### config.mk
export PLATFORM = sky130hd
export DESIGN_NAME = dcache_assoc
export DESIGN_NICKNAME = d
export VERILOG_FILES = /design/src/rtl/dcache_assoc.sv
export SDC_FILE = /design/constraint.sdc
export NUM_CORES = 1
export LEC_CHECK = 0
export CAP_MARGIN = 10
export CORE_MARGIN = 2
export CORE_UTILIZATION = 43
export CTS_CLUSTER_DIAMETER = 60
export DETAILED_ROUTE_END_ITERATION = 10
export GPL_ROUTABILITY_DRIVEN = 1
export SETUP_SLACK_MARGIN = 0.3
export SYNTH_ARGS = -nofsm -noshare
export SYNTH_HDL_FRONTEND = slang
export SYNTH_SLANG_ARGS = --single-unit
### constraint.sdc
create_clock -name clk -period 11.7 [get_ports clk]
set_input_delay 1.755 -clock clk [delete_from_list [all_inputs] [get_ports clk]]
set_output_delay 1.755 -clock clk [all_outputs]
set_load 0.01 [all_outputs]
### src/rtl/dcache_assoc.sv
// dcache_assoc: write-back, write-allocate L1 data cache, 1- or 2-way set
// associative with LRU replacement, between a 16-bit load/store client and a
// narrow serial memory port.
//
// Ports:
//   clk, reset        clock, synchronous active-high reset
//   paddr [PA-1:1]    halfword address of the request
//   read, write       01 low byte, 10 high byte, 11 halfword, 00 none
//   wdata             store data (byte stores take wdata[7:0])
//   fault             MMU fault: request ignored while set (IDLE only)
//   flush_all         one-cycle invalidate of the whole cache, aborts memory traffic
//   flush_write       with a request: write back the line if dirty, then invalidate it
//   done, rdata       request completion and load data (byte loads zero-extended)
//   mem_req/mem_we    memory transaction active / 1 = writeback, 0 = fill
//   mem_addr          line address of the transaction
//   mem_wdata/rdata   writeback / fill beat, one per mem_strobe
//
// Optional build macro DCACHE_STATS_EN adds saturating hit_count/miss_count
// outputs.
//
// Beats move bytes in ascending order; with BUS=4 the high nibble of each
// byte goes first. Index and offset fields are taken from the byte address
// {paddr, 1'b0}. NSETS is assumed to be at least 2.

module dcache_assoc #(
  parameter int LINE_LENGTH = 4,
  parameter int NSETS       = 4,
  parameter int NWAYS       = 2,
  parameter int RV          = 16,
  parameter int PA          = 22,
  parameter int BUS         = 4
) (
  input  logic                              clk,
  input  logic                              reset,
  input  logic [PA-1:1]                     paddr,
  input  logic [1:0]                        read,
  input  logic [1:0]                        write,
  input  logic [RV-1:0]                     wdata,
  input  logic                              fault,
  input  logic                              flush_all,
  input  logic                              flush_write,
  output logic                              done,
  output logic [RV-1:0]                     rdata,
  output logic                              mem_req,
  output logic                              mem_we,
  output logic [PA-$clog2(LINE_LENGTH)-1:0] mem_addr,
  output logic [BUS-1:0]                    mem_wdata,
  input  logic [BUS-1:0]                    mem_rdata,
  input  logic                              mem_strobe
`ifdef DCACHE_STATS_EN
  ,
  output logic [15:0]                       hit_count,
  output logic [15:0]                       miss_count
`endif
);

  localparam int OB    = $clog2(LINE_LENGTH);
  localparam int IB    = $clog2(NSETS);
  localparam int TB    = PA - OB - IB;
  localparam int BEATS = LINE_LENGTH * 8 / BUS;
  localparam int CW    = $clog2(BEATS);

  localparam logic [1:0] S_IDLE = 2'd0;
  localparam logic [1:0] S_WB   = 2'd1;
  localparam logic [1:0] S_FILL = 2'd2;

  // Request decode
  logic [PA-1:0] ba;
  logic [IB-1:0] idx;
  logic [TB-1:0] tag;
  logic [OB-1:0] off0, off1;
  logic          req, is_wr;

  assign ba    = {paddr, 1'b0};
  assign idx   = ba[OB+IB-1:OB];
  assign tag   = ba[PA-1:OB+IB];
  assign off0  = ba[OB-1:0];
  assign off1  = off0 | OB'(1);
  assign req   = (|read) || (|write);
  assign is_wr = |write;           // write wins if both are set

  // State
  logic [1:0]                     state;
  logic [CW-1:0]                  cnt;
  logic                           vway;      // way under WB/FILL
  logic                           wb_flush;  // WB was started by flush_write: no fill after
  logic [NWAYS-1:0][NSETS-1:0]    valid, dirty;
  logic [TB-1:0]                  tag_arr [NWAYS][NSETS];
  logic [7:0]                     data    [NWAYS][NSETS][LINE_LENGTH];

  // Lookup
  logic [NWAYS-1:0] hit_vec;
  logic             hit, hit_way, hit_dirty, victim;

  always_comb begin
    hit_vec = '0;
    for (int w = 0; w < NWAYS; w++)
      hit_vec[w] = valid[w][idx] && (tag_arr[w][idx] == tag);
  end

  assign hit = |hit_vec;

  always_comb begin
    hit_way = 1'b0;
    if (NWAYS > 1 && !hit_vec[0]) hit_way = 1'b1;
  end

  assign hit_dirty = dirty[hit_way][idx];

  // A request is only considered in IDLE, unfaulted, and outside reset/flush_all.
  logic idle_go, wr_hit, fill_beat, last_beat;

  assign idle_go   = (state == S_IDLE) && req && !fault && !flush_all && !reset;
  assign wr_hit    = idle_go && !flush_write && hit && is_wr;
  assign fill_beat = (state == S_FILL) && mem_strobe && !flush_all && !reset;
  assign last_beat = (cnt == CW'(BEATS - 1));

  // A dirty flush hit completes only after its writeback, on the next IDLE
  // cycle when the line has turned clean.
  always_comb begin
    done = 1'b0;
    if (idle_go) done = flush_write ? !(hit && hit_dirty) : hit;
  end

  // Load data
  logic [7:0] rb0, rb1;
  assign rb0 = data[hit_way][idx][off0];
  assign rb1 = data[hit_way][idx][off1];

  always_comb begin
    rdata = '0;
    case (read)
      2'b11:   rdata = RV'({rb1, rb0});
      2'b01:   rdata = RV'(rb0);
      2'b10:   rdata = RV'(rb1);
      default: rdata = '0;
    endcase
  end

  // Replacement: first invalid way, else the way the LRU bit points at.
  generate
    if (NWAYS > 1) begin : g_lru
      logic [NSETS-1:0] lru;

      always_ff @(posedge clk) begin
        if (reset || flush_all)
          lru <= '0;
        else if (idle_go && !flush_write && hit)
          lru[idx] <= ~hit_way;
      end

      assign victim = !valid[0][idx] ? 1'b0 :
                      !valid[1][idx] ? 1'b1 : lru[idx];
    end else begin : g_dm
      assign victim = 1'b0;
    end
  endgenerate

  // Beat position within the line
  logic [OB-1:0] beat_byte;
  logic [2:0]    beat_sh;

  generate
    if (BUS == 4) begin : g_nib
      assign beat_byte = cnt[CW-1:1];
      assign beat_sh   = cnt[0] ? 3'd0 : 3'd4;   // high nibble first
    end else begin : g_byte
      assign beat_byte = cnt;
      assign beat_sh   = 3'd0;
    end
  endgenerate

  // Memory port
  assign mem_req   = (state != S_IDLE);
  assign mem_we    = (state == S_WB);
  assign mem_wdata = data[vway][idx][beat_byte][beat_sh +: BUS];

  always_comb begin
    mem_addr = ba[PA-1:OB];
    if (state == S_WB) mem_addr = {tag_arr[vway][idx], idx};
  end

  // Control FSM and line status bits
  always_ff @(posedge clk) begin
    if (reset || flush_all) begin
      state    <= S_IDLE;
      cnt      <= '0;
      valid    <= '0;
      dirty    <= '0;
      vway     <= 1'b0;
      wb_flush <= 1'b0;
    end else begin
      case (state)
        S_IDLE: if (idle_go) begin
          if (flush_write) begin
            if (hit && hit_dirty) begin
              state    <= S_WB;
              vway     <= hit_way;
              wb_flush <= 1'b1;
              cnt      <= '0;
            end else if (hit) begin
              valid[hit_way][idx] <= 1'b0;
            end
          end else if (hit) begin
            if (is_wr) dirty[hit_way][idx] <= 1'b1;
          end else begin
            vway     <= victim;
            wb_flush <= 1'b0;
            cnt      <= '0;
            if (valid[victim][idx] && dirty[victim][idx]) begin
              state <= S_WB;
            end else begin
              state               <= S_FILL;
              valid[victim][idx]  <= 1'b0;   // line is being overwritten
            end
          end
        end
        S_WB: if (mem_strobe) begin
          cnt <= cnt + 1'b1;                 // wraps to 0 on the last beat
          if (last_beat) begin
            dirty[vway][idx] <= 1'b0;
            if (wb_flush) begin
              state <= S_IDLE;
            end else begin
              state            <= S_FILL;
              valid[vway][idx] <= 1'b0;
            end
          end
        end
        S_FILL: if (mem_strobe) begin
          cnt <= cnt + 1'b1;
          if (last_beat) begin
            valid[vway][idx] <= 1'b1;
            dirty[vway][idx] <= 1'b0;
            state            <= S_IDLE;
          end
        end
        default: state <= S_IDLE;
      endcase
    end
  end

  // Data and tag arrays (no reset; guarded by the valid bits)
  always_ff @(posedge clk) begin
    if (wr_hit) begin
      if (write[0]) data[hit_way][idx][off0] <= wdata[7:0];
      if (write == 2'b11)
        data[hit_way][idx][off1] <= wdata[15:8];
      else if (write[1])
        data[hit_way][idx][off1] <= wdata[7:0];
    end
    if (fill_beat) begin
      data[vway][idx][beat_byte][beat_sh +: BUS] <= mem_rdata;
      if (last_beat) tag_arr[vway][idx] <= tag;
    end
  end

`ifdef DCACHE_STATS_EN
  // A non-flush request that had to go to memory first counts as a miss
  // when it finally completes.
  logic pend_miss;

  always_ff @(posedge clk) begin
    if (reset || flush_all) begin
      hit_count  <= '0;
      miss_count <= '0;
      pend_miss  <= 1'b0;
    end else begin
      if (idle_go && !flush_write && !hit) pend_miss <= 1'b1;
      if (done && !flush_write) begin
        pend_miss <= 1'b0;
        if (pend_miss) begin
          if (~&miss_count) miss_count <= miss_count + 16'd1;
        end else begin
          if (~&hit_count) hit_count <= hit_count + 16'd1;
        end
      end
    end
  end
`endif

endmodule

* Word level (Yosys, flattened, before mapping)
Memory sizes are Yosys's and may differ from the RTL's. A register that Yosys moved wholly into a read port is not among the register bits. Index checks and enable logic that the tools add are counted.
Word-level totals: logic and storage cells 764, bits in registers 27, memories kept 2, output and inout port bits 43, bits in writable memories 400, bits in read-only memories 0, latch bits 0
Cells by class: magnitude comparators 16, shift operators 3, $add $sub $neg 2, $mul 0, bitwise logic cells 269, equal/unequal tests 27, reductions and logical operators 43, div/mod/pow operators 0, mux-type cells 393
Memory list:
- data | words 2, width 128, read ports 2, clocked after Yosys merged registers in 1, wr ports 1, RTL line 89 | logic [7:0] data [NWAYS][NSETS][LINE_LENGTH];
- tag_arr | words 2, width 72, read ports 3, clocked after Yosys merged registers in 1, wr ports 1, RTL line 88 | logic [TB-1:0] tag_arr [NWAYS][NSETS];
Operators with widths (count):
- $mux W128 | 6
- $mux W1 | 289
- $or A1 B1 Y1 | 256
- $mux W32 | 7
- $mux W8 | 26
- $demux W32 S2 | 3
- $bmux W32 S2 | 2
- $reduce_or A128 Y1 | 1
- $mux W18 | 7
- $bmux W18 S2 | 3
- $mux W72 | 1
- $bmux W8 S2 | 3
- $demux W8 S2 | 3
- $pmux W16 S3 | 1
- $demux W18 S2 | 1
- $eq A18 B18 Y1 | 2
- $mux W4 | 9
- $and A8 B8 Y8 | 4
- $not A8 Y8 | 3
- $pmux W8 S3 | 1
- $logic_and A1 B1 Y1 | 22
- $mux W2 | 10
- $mux W20 | 1
- $mux W3 | 6
- 37 further kinds | 86

* Logic depth before layout (Yosys ltp)
word-level depth 18, gate-level depth with buffers 15, depth with buffers taken out 10

* Least setup slack after synthesis
Ideal clock, no wire load.
path kind in2out, from input port paddr[2] in the netlist's numbering, to output port rdata[5], stages 11, path slack 4.946 ns, path buffers 2, arrival time 4.999 ns, required time 9.945 ns, path through buf_6 -> buf_8 -> mux4_1 -> xnor2_1 -> nand4_1 -> or2_1 -> nor4_4 -> mux4_2 -> nand2b_1 -> a22o_1 -> a22o_1
On the way: word-level cells in the longest chain between the ends 15, elaborated cells on any way between the ends 20, classes of those cells eq/ne (1); mux (16); bitwise (1); reduce/logical (1); memory (1)
RTL lines:
- start: declaration | RTL line 35 | input logic [PA-1:1] paddr,
- $not A2 Y3 (implied by the code) | RTL line 98, 127, 128
- $bmux W18 S2 | RTL line 98 | hit_vec[w] = valid[w][idx] && (tag_arr[w][idx] == tag);
- $mux W18 (implied by the code) (2 in series) | RTL line 98
- $eq A18 B18 Y1 | RTL line 98
- $logic_and A1 B1 Y1 | RTL line 98
- $mux W1 | RTL line 105 | if (NWAYS > 1 && !hit_vec[0]) hit_way = 1'b1;
- $mem_v2 Z2 W128
- $bmux W32 S2 * | RTL line 127, 128
- $mux W32 (implied by the code) * (2 in series) | RTL line 127, 128
- $bmux W8 S2 (on tied branches) | RTL line 128, 127
- $mux W8 (on tied branches) (2 in series) | RTL line 128, 127
- $pmux W16 S3 * | RTL line 132 | case (read)
- end: declaration | RTL line 43 | output logic [RV-1:0] rdata,
Mark *: on every way between the ends. The rest lies on a longest branch, timed or not. The select of a mux whose other input is x is not followed.

* Final worst setup path
from input port paddr[3] in the netlist's numbering, to output port rdata[0]
Same word-level chain as after synthesis.

==> impl_metrics.ini <==
[run_status]
run_status = completed

[logic_synthesis]
synth_mux_area_frac = 0.181
yosysMostFrequentCell = edfxtp_1
synth-adder-area-share = 0.00337
ys_top_cells_by_count = edfxtp_1, nand2_1, mux2i_1, nor2_1, a21oi_1
synth_xor_area_frac = 0.0134
synth_top_family_by_area = multiplexers
syn_inst = 1686
yosys.area_share.simple = 0.107
synth_fp_nets = 1743
synth_compound_area_frac = 0.0951
synth_seq_cells = 428
syn-mean-instance-area_sq_um = 13.2
yosysTopAreaCellShare = 0.540
synth_area_leaders = edfxtp_1, mux4_2, mux2i_1, nand2_1, a21oi_1
synth_cell_types = 81
async_reset_ff_frac = 0
synth_top_area_cell = edfxtp_1
synth_edf_count = 400
synth_warnings = 0
ys.flop_type = edfxtp_1
yosysSeqAreaShare = 0.565
syn_area_sq_um = 22300

[power_and_ir_drop]
combPwrFrac = 0.083
leakage_uw = 0.00848
pwr-share-seq = 0.487
switching_share = 0.227
p_int_uw = 2660
ir_worst_vdd_mv = 0.0995
powerDensity_nw_per_um2 = 136
clock_power_share = 0.431
net-switching-power_uw = 780

[global_route]
grt_max_degree = 97
gr-usage-all-layers = 0.256
grt_pass1_wl_um = 100000
antenna_found_initial = 1
grt-ovfl-total = 0
grt_pass1_vias = 15100

[clock_tree]
clk_pin_slew_ns = 0.06
htreeDepth = 2
cts_root_buffer = clkbuf_16
clkSinkCount = 428
ctsHoldBuffers = 0
clk_latency_ns = 0.59
post_cts_resized = 0
cts_tree = yes
cts_buffer_depth = 3
postCtsSetupBuffers = 0
numCtsBuffers = 47

[setup_path]
required_ns = 9.95
start_kind = input pin
path_max_fanout = 61
end_kind = primary output
critPathMostFrequentCell = buf_4
crit_chain = buf_4 > buf_4 > mux4_2 > xnor2_1 > nand3_1 > nor3_2 > buf_4 > and2_2 > buf_4 > mux4_2 > mux2i_1 > a2bb2oi_1 > o21ai_0 > clkdlybuf4s50_1
crit_slowest_cell = and2_2
max_stage_delay_ns = 0.84
critPathKind = in -> out
arrival_ns = 7.28
cpLargestDelayFamily = buffers and inverters
cp.buffers_inverters = 5

[timing]
fin_ws_ns = 2.67
relSlewSlack = 0.225
final_hold_viol_count = 0
rsz0062_at_grt = false
max_freq_ghz = 0.111
period_share = 0.772
min_period_ns = 9.03
drv_slew = 0
worst_slew_pin_slew_ns = 1.16
tns_ns = 0
finClkSkew_ns = 0.0154
finalSetupViolCount = 0

[floorplanning]
dieArea_sq_um = 53600
die_w_um = 231
rows = 83
pin_count = 94
die_h_um = 231
initial_core_util = 0.435
core_area_sq_um = 51200

[route]
first_pass_iters = 6
postRouteAntennaNets = 0
vias_per_cell = 6.42
routedWlPerCell_um = 27.9
drt_iter0_markers = 1822
vias = 15700
drc_errors = 0
routed_wl_um = 68400

[placed_design]
place_congestion = 0.890
dpl_worst_slack_ns = 2.64
dp_hpwl_um = 46300
port_buffers = 93

[cells_and_area]
antenna_cells = 0
area_growth_pct = 13.2
layout-drive-gt1-share = 0.153
nets = 1790

[job]
maxCapViolCount = 0

[worst_hold_path]
hold_class = reg -> reg
-- layer usage --
metal  routed length, um  global-route usage
met5                  18                   0
met4                2590               0.103
met3                6570              0.0493
met2               30700               0.388
met1               28400               0.363
-- worst register-to-register path, stage by stage (launching register included) --
cell      delay (ns)
edfxtp_1        0.35
mux4_1          0.57
xnor2_1         0.41
nand3_1         0.16
nor3_2          0.24
buf_4           0.40
and2_2          0.87
nand2_1         0.18
o21ai_0         0.22
nand2_1         0.60
nor2_1          0.61
-- power by group through the flow --
| stage | clock, uW | sequential [uW] | combinational (uW) |
|---|---|---|---|
| finish | 1480 | 1670 | 285 |
| global route | 1560 | 1670 | 302 |
| CTS | 1500 | 1670 | 281 |
| detailed placement | 0 | 1710 | 280 |
| global placement | 0 | 1710 | 277 |
| floorplan | 0 | 1710 | 166 |
-- final timing paths --
check                       from           end  slack, ns  cells past startpoint
setup / recovery        paddr[3]      rdata[0]       2.67                     14
hold / removal      g_lru.lru[3]  g_lru.lru[3]       0.46                      2
setup reg to reg  tag_arr[0][53]  data[0][121]       6.75                     10
hold reg to reg     g_lru.lru[3]  g_lru.lru[3]       0.46                      2
-- registers in the layout, indices dropped and copies added, names as in the netlist, named ones only --
signal,cells
data,256
tag_arr,144
dirty,8
valid,8
g_lru.lru,4
cnt,3
state,2
vway,1
wb_flush,1
-- layout make-up --
cell class / instances / area (sq um)
clock buffers: 58 / 1260
flip-flops and latches: 428 / 12600
clock inverters: 27 / 272
multi-input cells: 1106 / 8950
well taps: 680 / 851
fillers: 4408 / 26000
inverters: 17 / 63.8
repair buffers: 133 / 1230
-- per-stage QoR --
step	total power (uW)	hold slack, ns	area [sq um]	cells	utilization
after CTS	3450	0.455	25200	2449	0.492
final	3440	0.457	25200	2449	0.492
after detailed placement	1990	0.448	23700	2364	0.462
after global routing	3530	0.489	25200	2449	0.492
after global placement	1980	0.437	23700	2364	0.462
after floorplan	1870	0.429	22300	1686	-
-- placed cells by master, fill, tap and decap left out, types with 10 or more instances in the layout --
master           count
dfxtp_1             27
nor3_1              19
a21oi_1            115
nand4_1             10
a211oi_1            15
o22ai_1             14
mux2i_1            122
mux4_2             107
inv_1               13
nor2_1             111
nand3_1             60
nor2_2              10
and3_1              23
mux2_2              14
clkbuf_16           49
nor2b_1             15
clkdlybuf4s50_1     91
nand2_1            163
o21ai_0             48
clkinv_1            12
o31ai_1             16
xnor2_1             33
a31oi_1             29
buf_4               41
edfxtp_1           400
nand2b_1            14
nor4_1              15
-- cells by family (layout without fill, tap and decap cells) --
logic type,after synthesis,after routing
buffers and inverters,152,235
AO/OA/AOI/OAI,326,326
multiplexers,252,252
flip-flops,428,428
AND/OR/NAND/NOR,488,488
XOR/XNOR,34,34
adder cells (fa/ha/maj),6,6
No activity file was read; power rests on OpenSTA's default activity.
